--- config.mk ---
export PLATFORM = sky130hd
export DESIGN_NAME = vae_classifier_feeder
export DESIGN_NICKNAME = d
export VERILOG_FILES = /design/src/rtl/vae_pkg.sv /design/src/rtl/vae_classifier_feeder_feature_bank.sv /design/src/rtl/vae_classifier_feeder.sv
export SDC_FILE = /design/constraint.sdc
export NUM_CORES = 2
export LEC_CHECK = 0
export ABC_CLOCK_PERIOD_IN_PS = 10950
export CAP_MARGIN = 5
export CELL_PAD_IN_SITES_DETAIL_PLACEMENT = 1
export CELL_PAD_IN_SITES_GLOBAL_PLACEMENT = 1
export CORE_MARGIN = 2
export CORE_UTILIZATION = 45
export DETAILED_ROUTE_END_ITERATION = 8
export PLACE_DENSITY = 0.85
export SYNTH_ARGS = -nofsm -noshare
export SYNTH_HDL_FRONTEND = slang
export SYNTH_SLANG_ARGS = --single-unit
--- constraint.sdc ---
create_clock -name clk -period 10.95 [get_ports clk]
set_clock_uncertainty 0.1 [all_clocks]
set_input_delay 2.19 -clock clk [delete_from_list [all_inputs] [get_ports clk]]
set_output_delay 2.19 -clock clk [all_outputs]
set_load 0.05 [all_outputs]
--- src/rtl/vae_pkg.sv ---
// ---------------------------------------------------------------------------
// vae_pkg
// Shared definitions for the VAE classifier feed path.
//   FRAC_BITS / ONE / THRESH_2_0 : Q6.10 fixed-point reference constants.
//   feeder_state_t               : control FSM state encoding of the feeder.
// ---------------------------------------------------------------------------
package vae_pkg;

    localparam int FRAC_BITS = 10;
    localparam logic signed [15:0] ONE        = 16'sd1024;
    localparam logic signed [15:0] THRESH_2_0 = 16'sd2048;

    typedef enum logic [2:0] {
        ST_FILL  = 3'd0,
        ST_START = 3'd1,
        ST_FEED  = 3'd2,
        ST_WAIT  = 3'd3,
        ST_CLEAR = 3'd4
    } feeder_state_t;

endpackage

--- src/rtl/vae_classifier_feeder_feature_bank.sv ---
// ---------------------------------------------------------------------------
// feature_bank
// Three-vector x N_FEAT-word register buffer for one classifier batch.
//   clk, rst   : clock, synchronous active-low reset (clears data and lengths)
//   we         : write strobe for buf[wr_vec][wr_elem] <= wr_data
//   clr_len    : forget all stored lengths (data is left in place)
//   rd_idx     : feature index read on all three vectors in parallel
//   rd_data    : [v] = buf[v][rd_idx] if rd_idx < len[v], else 0
// ---------------------------------------------------------------------------
module feature_bank
    import vae_pkg::*;
#(
    parameter int DATA_WIDTH = 16,
    parameter int N_FEAT     = 10
) (
    input  logic                          clk,
    input  logic                          rst,
    input  logic                          we,
    input  logic [1:0]                    wr_vec,
    input  logic [$clog2(N_FEAT)-1:0]     wr_elem,
    input  logic [DATA_WIDTH-1:0]         wr_data,
    input  logic                          clr_len,
    input  logic [$clog2(N_FEAT)-1:0]     rd_idx,
    output logic [2:0][DATA_WIDTH-1:0]    rd_data
);

    localparam int AW = $clog2(N_FEAT);
    localparam int LW = $clog2(N_FEAT + 1);

    for (genvar gi = 0; gi < 3; gi++) begin : g_vec
        logic [DATA_WIDTH-1:0] mem_q [N_FEAT];
        logic [LW-1:0]         len_q;
        logic [LW-1:0]         len_d;
        logic                  wr_hit;

        assign wr_hit = we && (wr_vec == 2'(gi));

        // Length tracks the highest element written so far, so a vector that
        // closes early leaves stale words beyond its length masked off.
        always_comb begin
            len_d = len_q;
            if (clr_len) begin
                len_d = '0;
            end else if (wr_hit) begin
                len_d = LW'(wr_elem) + LW'(1);
            end
        end

        always_ff @(posedge clk) begin
            if (!rst) begin
                len_q <= '0;
                for (int i = 0; i < N_FEAT; i++) begin
                    mem_q[i] <= '0;
                end
            end else begin
                len_q <= len_d;
                if (wr_hit) begin
                    mem_q[wr_elem] <= wr_data;
                end
            end
        end

        assign rd_data[gi] = (LW'(rd_idx) < len_q) ? mem_q[rd_idx] : '0;
    end

    logic unused_ok;
    assign unused_ok = &{1'b0, AW[0]};

endmodule

--- src/rtl/vae_classifier_feeder.sv ---
// ---------------------------------------------------------------------------
// vae_classifier_feeder
// Collects three latent vectors from the encoder stream, then drives the
// three-lane classifier: start pulse, lock-step x1j/x2j/x3j/wj feed, wait for
// done (or time out), clr pulse, and re-arm.
//   clk, rst                  : clock, synchronous active-low reset
//   s_valid/s_ready/s_data/s_last : encoder feature stream (accepted in FILL)
//   w_we/w_addr/w_data/b_we   : weight / bias register writes (FILL only)
//   start, clr                : one-cycle classifier control pulses
//   x1j,x2j,x3j,wj,b1         : classifier operands (b1 static)
//   done, unhealthy           : classifier completion and decision
//   res_valid, res_unhealthy  : batch result pulse and held decision
//   busy, err_len, err_timeout: status (errors sticky until reset)
// ---------------------------------------------------------------------------
module vae_classifier_feeder
    import vae_pkg::*;
#(
    parameter int DATA_WIDTH  = 16,
    parameter int N_FEAT      = 10,
    parameter int FEED_OFFSET = 1,
    parameter int TIMEOUT     = 32
) (
    input  logic                          clk,
    input  logic                          rst,
    input  logic                          s_valid,
    output logic                          s_ready,
    input  logic [DATA_WIDTH-1:0]         s_data,
    input  logic                          s_last,
    input  logic                          w_we,
    input  logic [$clog2(N_FEAT)-1:0]     w_addr,
    input  logic [DATA_WIDTH-1:0]         w_data,
    input  logic                          b_we,
    output logic                          start,
    output logic                          clr,
    output logic [DATA_WIDTH-1:0]         x1j,
    output logic [DATA_WIDTH-1:0]         x2j,
    output logic [DATA_WIDTH-1:0]         x3j,
    output logic [DATA_WIDTH-1:0]         wj,
    output logic [DATA_WIDTH-1:0]         b1,
    input  logic                          done,
    input  logic                          unhealthy,
    output logic                          res_valid,
    output logic                          res_unhealthy,
    output logic                          busy,
    output logic                          err_len,
    output logic                          err_timeout
);

    localparam int AW       = $clog2(N_FEAT);
    localparam int FEED_LEN = FEED_OFFSET + N_FEAT - 1;
    localparam int KW       = (FEED_LEN > 1) ? $clog2(FEED_LEN) : 1;
    localparam int TW       = (TIMEOUT > 1) ? $clog2(TIMEOUT) : 1;

    feeder_state_t         state_q, state_d;
    logic [1:0]            vec_q, vec_d;
    logic [AW-1:0]         elem_q, elem_d;
    logic                  drop_q, drop_d;
    logic [KW-1:0]         k_q, k_d;
    logic [TW-1:0]         wait_q, wait_d;
    logic                  s_ready_q, s_ready_d;
    logic                  start_q, start_d;
    logic                  clr_q, clr_d;
    logic                  res_valid_q, res_valid_d;
    logic                  res_unh_q, res_unh_d;
    logic                  err_len_q, err_len_d;
    logic                  err_to_q, err_to_d;
    logic [DATA_WIDTH-1:0] w_q [N_FEAT];
    logic [DATA_WIDTH-1:0] w_d [N_FEAT];
    logic [DATA_WIDTH-1:0] bias_q, bias_d;

    logic                  beat, last_pos, bank_we, bank_clr, cfg_wr;
    int                    feed_j;
    logic                  feed_hit;
    logic [AW-1:0]         rd_idx;
    logic [2:0][DATA_WIDTH-1:0] bank_rd;

    feature_bank #(
        .DATA_WIDTH (DATA_WIDTH),
        .N_FEAT     (N_FEAT)
    ) u_bank (
        .clk     (clk),
        .rst     (rst),
        .we      (bank_we),
        .wr_vec  (vec_q),
        .wr_elem (elem_q),
        .wr_data (s_data),
        .clr_len (bank_clr),
        .rd_idx  (rd_idx),
        .rd_data (bank_rd)
    );

    // Weight and bias file: writable only while filling, so a batch in flight
    // always sees a stable operand set.
    assign cfg_wr = (state_q == ST_FILL);
    for (genvar gi = 0; gi < N_FEAT; gi++) begin : g_w
        assign w_d[gi] = (cfg_wr && w_we && (w_addr == AW'(gi))) ? w_data : w_q[gi];
        always_ff @(posedge clk) begin
            if (!rst) w_q[gi] <= '0;
            else      w_q[gi] <= w_d[gi];
        end
    end
    assign bias_d = (cfg_wr && b_we) ? w_data : bias_q;

    // Feed index lags the FEED cycle count so that index 0 lands exactly
    // FEED_OFFSET cycles after the start pulse; leading slots drive zero.
    always_comb begin
        feed_j   = int'(k_q) - (FEED_OFFSET - 1);
        feed_hit = (state_q == ST_FEED) && (feed_j >= 0) && (feed_j < N_FEAT);
        rd_idx   = feed_hit ? feed_j[AW-1:0] : '0;
    end

    always_comb begin
        state_d     = state_q;
        vec_d       = vec_q;
        elem_d      = elem_q;
        drop_d      = drop_q;
        k_d         = k_q;
        wait_d      = wait_q;
        res_valid_d = 1'b0;
        res_unh_d   = res_unh_q;
        err_len_d   = err_len_q;
        err_to_d    = err_to_q;
        bank_we     = 1'b0;
        bank_clr    = 1'b0;
        beat        = s_valid && s_ready_q;
        last_pos    = (elem_q == AW'(N_FEAT - 1));

        case (state_q)
            ST_FILL: begin
                if (beat) begin
                    if (drop_q) begin
                        // Tail of an over-long vector: swallow up to s_last.
                        if (s_last) drop_d = 1'b0;
                    end else begin
                        bank_we = 1'b1;
                        if (s_last != last_pos) err_len_d = 1'b1;
                        if (last_pos && !s_last) drop_d = 1'b1;
                        if (s_last || last_pos) begin
                            elem_d = '0;
                            if (vec_q == 2'd2) begin
                                vec_d   = 2'd0;
                                state_d = ST_START;
                            end else begin
                                vec_d = vec_q + 2'd1;
                            end
                        end else begin
                            elem_d = elem_q + AW'(1);
                        end
                    end
                end
            end
            ST_START: begin
                k_d     = '0;
                state_d = ST_FEED;
            end
            ST_FEED: begin
                if (k_q == KW'(FEED_LEN - 1)) begin
                    wait_d  = '0;
                    state_d = ST_WAIT;
                end else begin
                    k_d = k_q + KW'(1);
                end
            end
            ST_WAIT: begin
                if (done) begin
                    res_unh_d   = unhealthy;
                    res_valid_d = 1'b1;
                    state_d     = ST_CLEAR;
                end else if (wait_q == TW'(TIMEOUT - 1)) begin
                    err_to_d = 1'b1;
                    state_d  = ST_CLEAR;
                end else begin
                    wait_d = wait_q + TW'(1);
                end
            end
            ST_CLEAR: begin
                bank_clr = 1'b1;
                vec_d    = 2'd0;
                elem_d   = '0;
                state_d  = ST_FILL;
            end
            default: state_d = ST_FILL;
        endcase

        // Control outputs are registered from the next state so they line
        // up with the state they belong to.
        s_ready_d = (state_d == ST_FILL);
        start_d   = (state_d == ST_START);
        clr_d     = (state_d == ST_CLEAR);
    end

    always_ff @(posedge clk) begin
        if (!rst) begin
            state_q     <= ST_FILL;
            vec_q       <= '0;
            elem_q      <= '0;
            drop_q      <= 1'b0;
            k_q         <= '0;
            wait_q      <= '0;
            s_ready_q   <= 1'b0;
            start_q     <= 1'b0;
            clr_q       <= 1'b0;
            res_valid_q <= 1'b0;
            res_unh_q   <= 1'b0;
            err_len_q   <= 1'b0;
            err_to_q    <= 1'b0;
            bias_q      <= '0;
        end else begin
            state_q     <= state_d;
            vec_q       <= vec_d;
            elem_q      <= elem_d;
            drop_q      <= drop_d;
            k_q         <= k_d;
            wait_q      <= wait_d;
            s_ready_q   <= s_ready_d;
            start_q     <= start_d;
            clr_q       <= clr_d;
            res_valid_q <= res_valid_d;
            res_unh_q   <= res_unh_d;
            err_len_q   <= err_len_d;
            err_to_q    <= err_to_d;
            bias_q      <= bias_d;
        end
    end

    assign s_ready       = s_ready_q;
    assign start         = start_q;
    assign clr           = clr_q;
    assign res_valid     = res_valid_q;
    assign res_unhealthy = res_unh_q;
    assign err_len       = err_len_q;
    assign err_timeout   = err_to_q;
    assign busy          = (state_q != ST_FILL);
    assign b1            = bias_q;
    assign x1j           = feed_hit ? bank_rd[0] : '0;
    assign x2j           = feed_hit ? bank_rd[1] : '0;
    assign x3j           = feed_hit ? bank_rd[2] : '0;
    assign wj            = feed_hit ? w_q[rd_idx] : '0;

endmodule

# Word-level counts from Yosys, hierarchy flattened

Memory sizes are Yosys's and may differ from the RTL's.
Index checks and enable logic that the tools add are counted.

$lt $le $gt $ge: 5
Muxes and demuxes: 79
Add/sub/neg operators: 4
Equal/unequal tests: 38
Reduce and logical (&&, ||, !) cells: 52
Bitwise gates (word level): 13
Divide/modulo/power cells: 0
Shift-type cells: 0
Multipliers: 0

Operators with widths:

| operator                                                              | number |
|---|---|
| 16-bit 2-to-1 mux                                                     | 30 |
| 16-bit OR reduction                                                   | 3 |
| 4-bit 2-to-1 mux                                                      | 8 |
| 2-bit AND reduction                                                   | 14 |
| 1-bit 2-to-1 mux                                                      | 22 |
| 3-bit 2-to-1 mux                                                      | 7 |
| 1-bit logical AND                                                     | 19 |
| 4-bit by 3-bit equality test with 1-bit output, second input constant | 4 |
| 4-bit equality test, second input constant                            | 4 |
| 4-bit case mux with 2 select lines                                    | 2 |
| 5-bit 2-to-1 mux                                                      | 3 |
| 4-bit less-than comparator                                            | 3 |
| 3-bit case mux with 4 select lines                                    | 1 |
| 4-bit AND reduction                                                   | 3 |
| 1-bit != test, second input constant                                  | 10 |
| 2-bit != test, second input constant                                  | 5 |
| 1-bit OR                                                              | 10 |
| 5-bit case mux with 2 select lines                                    | 1 |
| 4-bit by 1-bit adder with 4-bit output, second input constant         | 2 |
| 4-bit by 2-bit equality test with 1-bit output, second input constant | 2 |
| 2-bit 2-to-1 mux                                                      | 4 |
| 3-bit by 1-bit equality test with 1-bit output, second input constant | 2 |
| 3-bit by 2-bit equality test with 1-bit output, second input constant | 2 |
| 3-bit equality test, second input constant                            | 2 |
| other kinds (21)                                                      | 28 |

Memories kept: 4
ROM bits: 0
Output and inout port bits: 88
Input port bits: 44
Memory bits (writable): 640
Bits in latches: 0
Flip-flop bits (word level): 54
Logic and storage cells: 212

Memory list:

| name                  | depth | width | rd ports | clocked after memory_dff | wr ports | line                                     | source |
|---|---|---|---|---|---|---|---|
| u_bank.g_vec[0].mem_q | 10    | 16    | 1        | 0                        | 10       | vae_classifier_feeder_feature_bank.sv:31 | `logic [DATA_WIDTH-1:0] mem_q [N_FEAT];` |
| u_bank.g_vec[1].mem_q | 10    | 16    | 1        | 0                        | 10       | vae_classifier_feeder_feature_bank.sv:31 |  |
| u_bank.g_vec[2].mem_q | 10    | 16    | 1        | 0                        | 10       | vae_classifier_feeder_feature_bank.sv:31 |  |
| w_q                   | 10    | 16    | 1        | 0                        | 10       | vae_classifier_feeder.sv:67              | `logic [DATA_WIDTH-1:0] w_q [N_FEAT];` |

# Logic depth before layout (Yosys ltp)

Word-level depth: 9
Depth in mapped cells: 13
Mapped depth without buffers: 9

# By module

Synthesis repeated with hierarchy kept, for this count alone.

Cells, all modules: 2,814
Area, all modules: 42,532.0 µm²

Modules (own cells, without submodules):

| module                | times used | seq. area each (µm²) | cells each | area each (µm²) |
|---|---|---|---|---|
| feature_bank          | 1          | 23,302.3             | 1,936      | 32,617.5 |
| vae_classifier_feeder | 1          | 5,645.4              | 878        | 9,914.5 |

# Worst setup path after synthesis

OpenSTA, ideal clock, no wires.

Path kind: flip-flop to output port
Start point: register state_q[1]
End point: output x1j[10]
Stages on the path, launching flop included: 13
Data required time: 8.660 ns
Path slack: 5.288 ns
Arrival time: 3.372 ns
Cells stage by stage: dfxtp_1 -> buf_4 -> nor3b_4 -> nand2_1 -> buf_2 -> buf_2 -> clkbuf_1 -> nor2_1 -> ha_1 -> maj3_1 -> a2111oi_2 -> buf_2 -> and3_1

Cells in the longest elaborated chain, start to end: 7

RTL lines:

| element                                                                 | line                                     | source |
|---|---|---|
| start: declaration                                                      | vae_classifier_feeder.sv:54              | `feeder_state_t state_q, state_d;` |
| start signal: assignment                                                | vae_classifier_feeder.sv:209             | `state_q <= state_d;` |
| 3-bit by 2-bit equality test with 1-bit output *                        | vae_classifier_feeder.sv:108             | `feed_hit = (state_q == ST_FEED) && (feed_j >= 0) && (feed_j < N_FEAT);` |
| 1-bit logical AND * (2 in a row)                                        | vae_classifier_feeder.sv:108             |  |
| 4-bit 2-to-1 mux                                                        | vae_classifier_feeder.sv:109             | `rd_idx = feed_hit ? feed_j[AW-1:0] : '0;` |
| memory 10 x 16 bit / 4-bit less-than comparator (equally long branches) | --                                       |  |
| 16-bit 2-to-1 mux                                                       | vae_classifier_feeder_feature_bank.sv:63 | `assign rd_data[gi] = (LW'(rd_idx) < len_q) ? mem_q[rd_idx] : '0;` |
| 16-bit 2-to-1 mux *                                                     | vae_classifier_feeder.sv:235             | `assign x1j = feed_hit ? bank_rd[0] : '0;` |
| end: declaration                                                        | vae_classifier_feeder.sv:35              | `output logic [DATA_WIDTH-1:0] x1j,` |

Mark *: on every way between the ends. The rest lies on a longest branch, timed or not.

# Worst setup path in the final report

Start point: register k_q[2]
End point: output x3j[15]

Cells in the longest elaborated chain, start to end: 7

RTL lines:

| element                                                                 | line                                     | source |
|---|---|---|
| start: declaration                                                      | vae_classifier_feeder.sv:58              | `logic [KW-1:0] k_q, k_d;` |
| start signal: assignment                                                | vae_classifier_feeder.sv:213             | `k_q <= k_d;` |
| 4-bit by 1-bit >= comparator with 1-bit output                          | vae_classifier_feeder.sv:108             |  |
| 1-bit logical AND (2 in a row)                                          | vae_classifier_feeder.sv:108             |  |
| 4-bit 2-to-1 mux                                                        | vae_classifier_feeder.sv:109             |  |
| memory 10 x 16 bit / 4-bit less-than comparator (equally long branches) | --                                       |  |
| 16-bit 2-to-1 mux                                                       | vae_classifier_feeder_feature_bank.sv:63 |  |
| 16-bit 2-to-1 mux *                                                     | vae_classifier_feeder.sv:237             | `assign x3j = feed_hit ? bank_rd[2] : '0;` |
| end: declaration                                                        | vae_classifier_feeder.sv:37              | `output logic [DATA_WIDTH-1:0] x3j,` |

Marks and branches as above.

==> metrics.sh <==
RESULT_OF_THE_RUN='complete, no violations'
POWER_FRAC_SEQ=0.519
CLK_ROOT_BUFFER_CELL='clkbuf_16'
CTS_TREE='yes'
WORST_PATH_MOST_REPEATED_CELL='buf_4'
GRT_SETUP_UNREPAIRED='no'
FINISH.INSTANCE_AREA_MM2=0.0374
PIN_COUNT_OF_THE_BIGGEST_NET_ENTERING_GLOBAL_ROUTING=196
SYNTHESIS.AREA_PER_INSTANCE_UM2=11.7
PEAKVDDDROP_mV=0.102
NUMBER_OF_ENABLE_FLIP_FLOP_CELLS_AFTER_SYNTHESIS=640
SYNTHFLOPTYPE='edfxtp_1'
WORST_SLEW_PIN_SLEW_NS=1.30
ANTENNA_VIOLATING_NETS_POST_ROUTE=0
SYNTH_CELL_TYPES=63
PLACE.PORT_BUFFERS=131
GR-USAGE-MET2=0.482
GRTUSAGEMET1=0.339
REMAINING_DRC_ERRORS=0
CTS.SINK_COUNT=694
DIE_AREA_MM2=0.0756
ROUTED_WL_UM=106000
FINISH.NET_COUNT=2894
POSTCTSSETUPREPAIRBUFS=0
CLKPWRFRAC=0.435
SYN-NUM-NETS=2894
SYNTH.CELL_AREA_MM2=0.0331
POWER.SWITCHING_FRACTION=0.224
CRIT_PATH_KIND='flip-flop to primary output'
CTS.REPORTEDPATHS.CLKPINSLEW_NS=0.06
SETUP_CRIT_START_KIND='flip-flop'
DRIVE_ABOVE_1_SHARE=0.101
CTS_MAX_LEVEL=3
FP.DIEW_UM=275
FRACTION_OF_THE_CORE_AREA_COVERED_BY_CELLS_AT_THE_END_OF_THE_FLOW=0.514
WORST-PATH-BUF-INV=4
POST_SYNTH_INST_COUNT=2836
VIAS=24000
TOTAL_PLACED_INSTANCE_AREA_MM2=0.0350
CRITPATHARRIVALTIME_NS=5.62
SEQUENTIAL_FRACTION_OF_THE_SYNTHESIS_AREA=0.614
ROUTED_VIA_DENSITY=6.22
DIE_HEIGHT_UM=275
ROUTE.DETAILED.WL_PER_INST_UM=27.5
GRT_PEAK_USE_LAYER='met2'
CRITICAL_PATH_REQUIRED_NS=8.66
GP_ROUTABILITY_CONGESTION=0.858
MIN_PATH_TYPE='flip-flop to flip-flop'
ANTENNA_VIOLATIONS_BEFORE_REPAIR=5
MAXCAPVIOLATIONS=0
GRT.MET3_USAGE=0.0476
CRIT_PATH_TOP_DELAY_CELL='clkdlybuf4s50_1'
TRITONCTS_BUFFER_COUNT=74
P_SW_W=0.00130
GRT_PASS1_VIAS=25700
START_UTIL=0.454
PERIOD_SHARE=0.723
PATH_CELLS='buf_4, o21ai_4, buf_4, nand2_4, nor2_1, ha_1, nand2_1, a221oi_1, a2111oi_2, buf_4, and3_1, clkdlybuf4s50_1'
OVERFLOW=0
PIN_COUNT=132
FIRST_PASS_GRT_WIRE_LENGTH_UM=158000
PLACEMENT_ROWS=99
SYNTH_SEQ_CELLS=694
CRITICAL_PATH.MAX_STAGE_DELAY_NS=0.87
DPL.HPWL_UM=63700
SYNTH-ASYNC-RESET-RATIO=0
REPORT.FINAL.SLEW_VIOL_COUNT=0
FIN_TNS_SETUP_NS=0
CELL_INTERNAL_PWR_W=0.00451
P_PER_CELL_AREA_mW_PER_MM2=155
RELSLEWSLACK=0.128
SETUP_VIOLATIONS=0
CTSRESIZECOUNT=0
FIN_CRIT_NS=7.91
CRIT_FAMILY='buffers and inverters'
POWER.STATIC_LEAKAGE_nW=14.1
SYNTH-WARNING-COUNT=0
CLOCK_LATENCY_ON_THE_WORST_SKEW_PAIR_NS=0.63
FIRST_ITER_VIOLATIONS=2306
SYN2LAYOUT_AREA_GROWTH_PCT=13.2
SETUP.WORST_PATH.END_CLASS='primary output'
DETAIL_ROUTE.FIRST_PASS.ITERATIONS=5
CORE_MM2=0.0728
CLK_PATH_BUF_DEPTH=3
REPORT.FINAL.HOLD_VIOL_COUNT=0
ACHIEVABLE-FREQUENCY_GHz=0.126
COMBINATIONALPOWERSHARE=0.046
GRTUSAGETOTAL=0.279
CRITICAL_PATH_PEAK_FANOUT=74
CTS_HOLD_BUFFERS=0
==> power groups by stage <==
stage | logic (W) | clock network (W) | registers, W
3_5_place_dp | 0.000261 | 0 | 0.00307
5_1_grt | 0.000281 | 0.00264 | 0.00302
6_report | 0.000267 | 0.00253 | 0.00302
2_1_floorplan | 0.000129 | 0 | 0.00307
3_3_place_gp | 0.000246 | 0 | 0.00306
4_1_cts | 0.000264 | 0.00255 | 0.00302
==> synth_stat cells, types with 3 or more instances <==
| master | n | share of area |
|---|---|---|
| nand2b_1 | 7 | 0.0013 |
| o22ai_1 | 56 | 0.011 |
| clkbuf_2 | 6 | 0.00091 |
| nand3b_1 | 3 | 0.00068 |
| buf_4 | 3 | 0.00068 |
| a21oi_1 | 56 | 0.0085 |
| nand2_1 | 199 | 0.023 |
| o21ai_0 | 94 | 0.014 |
| a21boi_0 | 21 | 0.0048 |
| a32o_1 | 4 | 0.0012 |
| nor3b_1 | 3 | 0.00068 |
| nor2_2 | 4 | 0.00076 |
| nor2_1 | 277 | 0.031 |
| and3_1 | 212 | 0.040 |
| edfxtp_1 | 640 | 0.58 |
| xor2_1 | 4 | 0.0011 |
| clkbuf_1 | 205 | 0.023 |
| a41oi_1 | 49 | 0.013 |
| nand2_2 | 4 | 0.00076 |
| nand3_1 | 70 | 0.011 |
| buf_2 | 35 | 0.0053 |
| a211oi_1 | 8 | 0.0018 |
| o221ai_1 | 45 | 0.012 |
| buf_1 | 10 | 0.0011 |
| nor4_1 | 6 | 0.0011 |
| dfxtp_1 | 54 | 0.033 |
| a221o_1 | 24 | 0.0073 |
| buf_6 | 6 | 0.0020 |
| o211a_1 | 3 | 0.00091 |
| a31oi_1 | 3 | 0.00057 |
| and2_1 | 343 | 0.065 |
| or3_1 | 4 | 0.00076 |
| nor2b_1 | 16 | 0.0030 |
| a2111oi_2 | 3 | 0.0014 |
| mux2_2 | 80 | 0.027 |
| a221oi_1 | 26 | 0.0069 |
| inv_1 | 82 | 0.0093 |
| ha_1 | 14 | 0.0053 |
| o21a_1 | 3 | 0.00068 |
| mux2i_1 | 123 | 0.037 |
| nor3b_4 | 3 | 0.0017 |
==> per-stage QoR <==
step | worst slack [ns] | std cells | hold WS (ns) | total power (W)
after floorplan | 5.29 | 2836 | 0.353 | 0.00320
after global placement | 3.94 | 3718 | 0.352 | 0.00331
after detailed placement | 3.85 | 3718 | 0.364 | 0.00333
after CTS | 3.13 | 3849 | 0.370 | 0.00583
after global routing | 2.97 | 3851 | 0.397 | 0.00594
final | 3.04 | 3852 | 0.371 | 0.00582
==> cells in the final DEF, fill, tap and decap left out, types with 8 or more instances in the layout <==
master             n
a211oi_1           8
a21boi_0          21
a21oi_1           55
a221o_1           24
a221oi_1          26
a41oi_1           49
and2_1           343
and3_1           211
buf_4             56
clkbuf_1          26
clkbuf_16         74
clkdlybuf4s50_1  130
dfxtp_1           50
edfxtp_1         640
ha_1              14
inv_1             82
mux2_2            80
mux2i_1          123
nand2_1          197
nand3_1           67
nor2_1           276
nor2b_1           16
o21ai_0           66
o21ai_1           21
o221ai_1          45
o22ai_1           56
==> worst paths after layout <==
check	startpoint	end	slack, ns	cells past startpoint
max	k_q[2]	x3j[15]	3.04	12
min	b1[3]	b1[3]	0.37	2
max reg2reg	state_q[2]	u_bank.g_vec[2].mem_q[5][12]	6.29	6
min reg2reg	b1[3]	b1[3]	0.37	2
==> logic make-up after synthesis <==
kind of cell,after synthesis,synth area share
flops,694,0.614
compound gates,399,0.0848
simple gates,1169,0.186
buf+inv,348,0.0428
xor+xnor,6,0.00159
fa+ha+maj,17,0.00625
mux,203,0.0645
==> tightest hold or removal path, cell delays in order, from the launching register on <==
cell      delay (ns)
dfxtp_1         0.31
nand2_1         0.05
a21boi_0        0.06
==> registers in the layout, indices dropped and copies added, names as in the netlist, 3 cells and up <==
name,cells
k_q,4
elem_q,4
wait_q,5
u_bank.g_vec.mem_q,480
b1,16
w_q,160
state_q,3
u_bank.g_vec.len_q,12
==> layout make-up <==
cell class,count,area (um^2)
fill,7466,35400
sequential,694,20300
multi-input combinational,1794,11500
clock buffer,105,2020
timing repair buffer,189,1760
tap,959,1200
clock inverter,26,350
inverter,83,312
antenna,2,5.00
==> per-layer routing <==
layer / share of wire / up-vias
li1: - / 10200
met1: 0.38 / 12200
met2: 0.49 / 1229
met3: 0.077 / 302
met4: 0.048 / 8
met5: 0.00051 / -
Power figures use the tool's default switching activity.
